[config.mk]
export PLATFORM = sky130hd
export DESIGN_NAME = seg_io_ctrl
export DESIGN_NICKNAME = d
export VERILOG_FILES = /design/src/rtl/seg_io_ctrl.sv
export SDC_FILE = /design/constraint.sdc
export NUM_CORES = 1
export LEC_CHECK = 0
export ABC_AREA = 1
export BUFFER_PORTS_ARGS = -buffer_cell sky130_fd_sc_hd__clkbuf_2
export CAP_MARGIN = 20
export CORE_UTILIZATION = 61
export DETAILED_ROUTE_END_ITERATION = 12
export PLACE_DENSITY = 0.87
export SLEW_MARGIN = 0
export SYNTH_ARGS = -nofsm -noshare
export SYNTH_HDL_FRONTEND = slang
export SYNTH_SLANG_ARGS = --single-unit
[constraint.sdc]
create_clock -name clk -period 8.1 [get_ports clk]
set_input_delay 0 -clock clk [delete_from_list [all_inputs] [get_ports clk]]
set_output_delay 0 -clock clk [all_outputs]
set_load 0.01 [all_outputs]
[src/rtl/seg_io_ctrl.sv]
// seg_io_ctrl: memory-mapped seven-segment display and debounced up/down button counter
module seg_io_ctrl #(
  parameter logic [31:0] BASE_ADDR       = 32'h0000_0400,
  parameter int          REFRESH_DIV     = 50000,
  parameter int          DEBOUNCE_CYCLES = 500000
) (
  input  logic        clk,
  input  logic        reset,
  input  logic        mem_write,
  input  logic        mem_read,
  input  logic [31:0] write_address,
  input  logic [31:0] write_data,
  input  logic [31:0] read_address,
  output logic [31:0] io_data,
  output logic        io_hit,
  input  logic        button_up,
  input  logic        button_down,
  output logic        seg_c1,
  output logic        seg_c2,
  output logic        seg_c3,
  output logic        seg_c4,
  output logic        seg_a,
  output logic        seg_b,
  output logic        seg_c,
  output logic        seg_d,
  output logic        seg_e,
  output logic        seg_f,
  output logic        seg_g,
  output logic        seg_h
);
  localparam int DW = $clog2(DEBOUNCE_CYCLES);
  localparam int RW = $clog2(REFRESH_DIV);
  localparam logic [DW-1:0] DB_LAST  = DW'(DEBOUNCE_CYCLES - 1);
  localparam logic [RW-1:0] REF_LAST = RW'(REFRESH_DIV - 1);

  logic [1:0]    sync1_q, sync2_q, acc_q, press;
  logic [DW-1:0] db_cnt_q [2];
  logic [15:0]   disp_q, count_q, count_d;
  logic [1:0]    seen_q, seen_d;
  logic [31:0]   io_data_d;
  logic          wr_disp, wr_count, rd_disp, rd_count, rd_status;
  logic [RW-1:0] ref_q;
  logic [1:0]    dig_q;
  logic [3:0]    an_q, nib;
  logic [6:0]    seg_q;
  logic          unused_wdata;

  assign unused_wdata = ^write_data[31:16];

  function automatic logic [6:0] hex7(input logic [3:0] n);
    case (n)
      4'h0: hex7 = 7'h7E;
      4'h1: hex7 = 7'h30;
      4'h2: hex7 = 7'h6D;
      4'h3: hex7 = 7'h79;
      4'h4: hex7 = 7'h33;
      4'h5: hex7 = 7'h5B;
      4'h6: hex7 = 7'h5F;
      4'h7: hex7 = 7'h70;
      4'h8: hex7 = 7'h7F;
      4'h9: hex7 = 7'h7B;
      4'hA: hex7 = 7'h77;
      4'hB: hex7 = 7'h1F;
      4'hC: hex7 = 7'h4E;
      4'hD: hex7 = 7'h3D;
      4'hE: hex7 = 7'h4F;
      default: hex7 = 7'h47;
    endcase
  endfunction

  // press pulse fires on the edge where an accepted 0 level flips to 1
  always_comb begin
    for (int i = 0; i < 2; i++) press[i] = sync2_q[i] & ~acc_q[i] & (db_cnt_q[i] == DB_LAST);
  end

  // synchronize raw pins and accept a new level once it has been stable long enough
  always_ff @(posedge clk) begin
    if (reset) begin
      sync1_q <= '0;
      sync2_q <= '0;
      acc_q   <= '0;
      for (int i = 0; i < 2; i++) db_cnt_q[i] <= '0;
    end else begin
      sync1_q <= {button_down, button_up};
      sync2_q <= sync1_q;
      for (int i = 0; i < 2; i++) begin
        if (sync2_q[i] == acc_q[i]) db_cnt_q[i] <= '0;
        else if (db_cnt_q[i] == DB_LAST) begin
          acc_q[i]    <= ~acc_q[i];
          db_cnt_q[i] <= '0;
        end else db_cnt_q[i] <= db_cnt_q[i] + 1'b1;
      end
    end
  end

  // exact-match register decode, counter/flag next state and read mux
  always_comb begin
    wr_disp   = mem_write && write_address == BASE_ADDR;
    wr_count  = mem_write && write_address == BASE_ADDR + 32'd4;
    rd_disp   = mem_read && read_address == BASE_ADDR;
    rd_count  = mem_read && read_address == BASE_ADDR + 32'd4;
    rd_status = mem_read && read_address == BASE_ADDR + 32'd8;
    count_d   = wr_count ? write_data[15:0] :
                press == 2'b01 ? count_q + 16'd1 :
                press == 2'b10 ? count_q - 16'd1 : count_q;
    seen_d    = press | (rd_status ? 2'b00 : seen_q);
    io_data_d = rd_disp ? {16'h0, disp_q} :
                rd_count ? {16'h0, count_q} :
                rd_status ? {30'h0, seen_q} : 32'h0;
  end

  // CPU-visible registers and registered read port
  always_ff @(posedge clk) begin
    if (reset) begin
      disp_q  <= '0;
      count_q <= '0;
      seen_q  <= '0;
      io_data <= '0;
      io_hit  <= 1'b0;
    end else begin
      if (wr_disp) disp_q <= write_data[15:0];
      count_q <= count_d;
      seen_q  <= seen_d;
      io_data <= io_data_d;
      io_hit  <= rd_disp | rd_count | rd_status;
    end
  end

  // nibble for the digit currently being scanned, c1 = most significant
  always_comb begin
    nib = dig_q == 2'd0 ? disp_q[15:12] :
          dig_q == 2'd1 ? disp_q[11:8] :
          dig_q == 2'd2 ? disp_q[7:4] : disp_q[3:0];
  end

  // refresh timer, digit rotation and registered active-low drive
  always_ff @(posedge clk) begin
    if (reset) begin
      ref_q <= '0;
      dig_q <= '0;
      an_q  <= 4'hF;
      seg_q <= 7'h7F;
    end else begin
      ref_q <= ref_q == REF_LAST ? '0 : ref_q + 1'b1;
      if (ref_q == REF_LAST) dig_q <= dig_q + 2'd1;
      an_q  <= ~(4'b1000 >> dig_q);
      seg_q <= ~hex7(nib);
    end
  end

  assign {seg_c1, seg_c2, seg_c3, seg_c4} = an_q;
  assign {seg_a, seg_b, seg_c, seg_d, seg_e, seg_f, seg_g} = seg_q;
  assign seg_h = 1'b1;
endmodule

==> flow_metrics.tcl <==
set metrics [dict create \
    antenna_found_initial 0 \
    fmax_mhz 294.3 \
    grt_max_degree 39 \
    overflow 0 \
    clk_path_buf_depth 2 \
    setup_viol_count_final 0 \
    synth-seq-cells 124 \
    globalplace.congestion 0.9560 \
    syn-cell-area_um2 7528 \
    status "finished clean" \
    fp.dieW_um 113.1 \
    fin_skew_ns 0.007971 \
    cts_made_buffers 17 \
    cp-startpoint "db_cnt_q[1][0]$_SDFFCE_PN0P_" \
    end_kind "flip-flop" \
    core_um2 12010 \
    post_cts_buffers 0 \
    ys_types 47 \
    crit_arrival_ns 3.74 \
    postSynthCellCount 1053 \
    first_iter_violations 589 \
    critPathMaxFanout 20 \
    cts-resized-gates 0 \
    clkLatencyLatePin_ns 0.42 \
    hold_buffers 18 \
    cts.sinks 124 \
    fp.dieH_um 113.1 \
    synthFlopType "dfxtp_1" \
    synth_edf_count 38 \
    dp_hpwl_um 13350 \
    max-slew-margin-rel_pct 35.32 \
    routed_via_density 5.402 \
    met2_usage_pct 53.37 \
    first_global_vias 6902 \
    grt-busiest-layer "met2" \
    met3_usage_pct 5.999 \
    path_class "flip-flop to flip-flop" \
    timing.final.crit_share_pct 41.95 \
    route.vias.total 7449 \
    io_pins 147 \
    finalSetupTns_ns 0 \
    crit_required_ns 8.44 \
    insertedDiodeCount 0 \
    r2r_end "count_q[6]$_SDFFE_PP0P_" \
    die_area_um2 12790 \
    period_needed_ns 3.398 \
    remaining_drc_errors 0 \
    setup_ws_ns 4.702 \
    hold_viol_final 0 \
    holdWs_ns 0.05782 \
    ys_seq_area_share_pct 38.03 \
    worstMarginPinSlew_ns 0.9675 \
    hold_depth 5 \
    cts_tree "done" \
    core.rowCount 40 \
    hp-start "mem_write" \
    finalPower_w 0.001443 \
    yosysTopAreaCell "dfxtp_1" \
    most-common-layout-cells "nand2_1 (223), inv_1 (135), nor2_1 (130)" \
    p_leak_nw 3.967 \
    async_flop_share_pct 0 \
    yosys_warnings 0 \
    reg2reg_from "db_cnt_q[1][0]$_SDFFCE_PN0P_" \
    h-tree-depth 4 \
    slew_violations 0 \
    syn_area_per_cell_um2 7.150 \
    place_ws_ns 4.933 \
    rsz0062_at_grt "false" \
    layout_commonest_cell "nand2_1" \
    synth_top_area_share_pct 22.87 \
    rr_worst_depth 18 \
    root_buffer "clkbuf_16" \
    grt_pass1_wl_um 30630 \
    routedWlPerCell_um 13.68 \
    cap_violations 0 \
    io_buffers 113 \
    area_delta_synth_final_pct 19.16 \
    r2r_setup_slack_ns 4.70 \
    met1_usage_pct 35.01 \
    routed_wl_um 18870 \
    final_antenna_net_count 0 \
    cp-start-kind "flip-flop" \
    power_density_nw_per_um2 160.9 \
    drtPass1Iterations 7 \
    clkTransAtPathRegs_ns 0.06 \
    drive_above_1_share_pct 16.48 \
    hp-class "input pin to flip-flop" \
    irDropWorstVdd_mv 0.1148 \
    final_nets 1352 \
    track_usage_pct 30.41 \
    start_util_pct 62.68 \
    synthTopCellsByArea "dfxtp_1 (23%), edfxtp_1 (15%), nand2_1 (11%)" \
    worst_hold_path.endpoint "count_q[13]$_SDFFE_PP0P_" \
]
==> worst max-delay path by stage <==
stage	cells past startpoint	slack, ns	to
after detailed placement	20	4.93	count_q[10]$_SDFFE_PP0P_
after global placement	20	4.98	count_q[10]$_SDFFE_PP0P_
after CTS	18	4.79	count_q[6]$_SDFFE_PP0P_
after floorplan	20	5.41	count_q[10]$_SDFFE_PP0P_
final	18	4.70	count_q[6]$_SDFFE_PP0P_
after global routing	18	4.54	count_q[6]$_SDFFE_PP0P_
==> flip-flops by register name (all words and copies together) (netlist names), 2 cells and up <==
signal / cells
acc_q: 2
seen_q: 2
sync2_q: 2
io_data: 16
disp_q: 16
an_q: 4
dig_q: 2
ref_q: 16
seg_q: 7
count_q: 16
sync1_q: 2
db_cnt_q: 38
==> cell type report <==
cell class,count,area [um2]
sequential,124,2863
inverter,146,550.5
fill,905,3040
clock inverter,9,58.81
multi-input combinational,798,4083
timing repair buffer,132,753.2
clock buffer,23,479.2
tap,147,183.9
==> where the power goes <==
group / internal (W) / switching [W] / total (W)
clock: 0.000417 / 0.000275 / 0.000692
sequential: 0.000652 / 0.0000112 / 0.000664
combinational: 0.0000359 / 0.0000523 / 0.0000882
total: 0.00111 / 0.000338 / 0.00144
==> stage by stage <==
step                      area, um2  util, %  std cells
final                          8971    74.69       1379
after detailed placement       8253    68.71       1329
after CTS                      8971    74.69       1379
after global placement         8253    68.71       1329
after floorplan                7727        -       1106
after global routing           8971    74.69       1379
==> critical path: stages, from the launching register on <==
cell,delay (ns)
edfxtp_1,0.41
ha_1,0.20
nand2_1,0.08
nor2_2,0.14
nand3_1,0.12
nor2_1,0.09
nand2_1,0.11
nand2_2,0.40
inv_1,0.13
fa_1,0.43
nand3b_1,0.19
nand2_1,0.17
nand2_1,0.07
nand2_1,0.14
xor2_1,0.22
nand2_1,0.09
o21ai_0,0.11
nand2_1,0.10
a21oi_2,0.13
==> routing by layer <==
| metal | routed length [um] | vias to the layer above |
|---|---|---|
| li1 | - | 3707 |
| met1 | 7547 | 3368 |
| met2 | 9300 | 302 |
| met3 | 1267 | 72 |
| met4 | 751 | 0 |
| met5 | 0 | - |
==> logic make-up (layout without fill, tap and decap cells) <==
family                     Yosys count  in the layout  share of synthesized area, %
adders and majority gates           31             31                         5.252
AOI/OAI and AO/OA                  159            159                         11.83
other                                2             55                       0.09975
DFF                                124            124                         38.03
buffers and inverters              184            310                         10.39
xor gates and xnor gates            17             17                         1.978
and+or+nand+nor                    536            536                         32.42
==> synthesized netlist by cell type (5+ instances only) <==
cell type and instances:
buf_2 7, nand2_2 14, nor4_1 7, dfxtp_1 86
nand4_1 15, nor3_1 33, nor3_2 8, nand2_1 223
xor2_1 14, ha_1 30, nor2_1 130, buf_4 17
edfxtp_1 38, inv_1 135, a21oi_1 78, o21ai_0 49
a21oi_2 10, inv_2 10, nand3_1 70, clkbuf_1 13
o211ai_1 6, nor3b_1 6, o21a_1 5, nand3b_1 6
No activity file was read; power rests on OpenSTA's default activity.
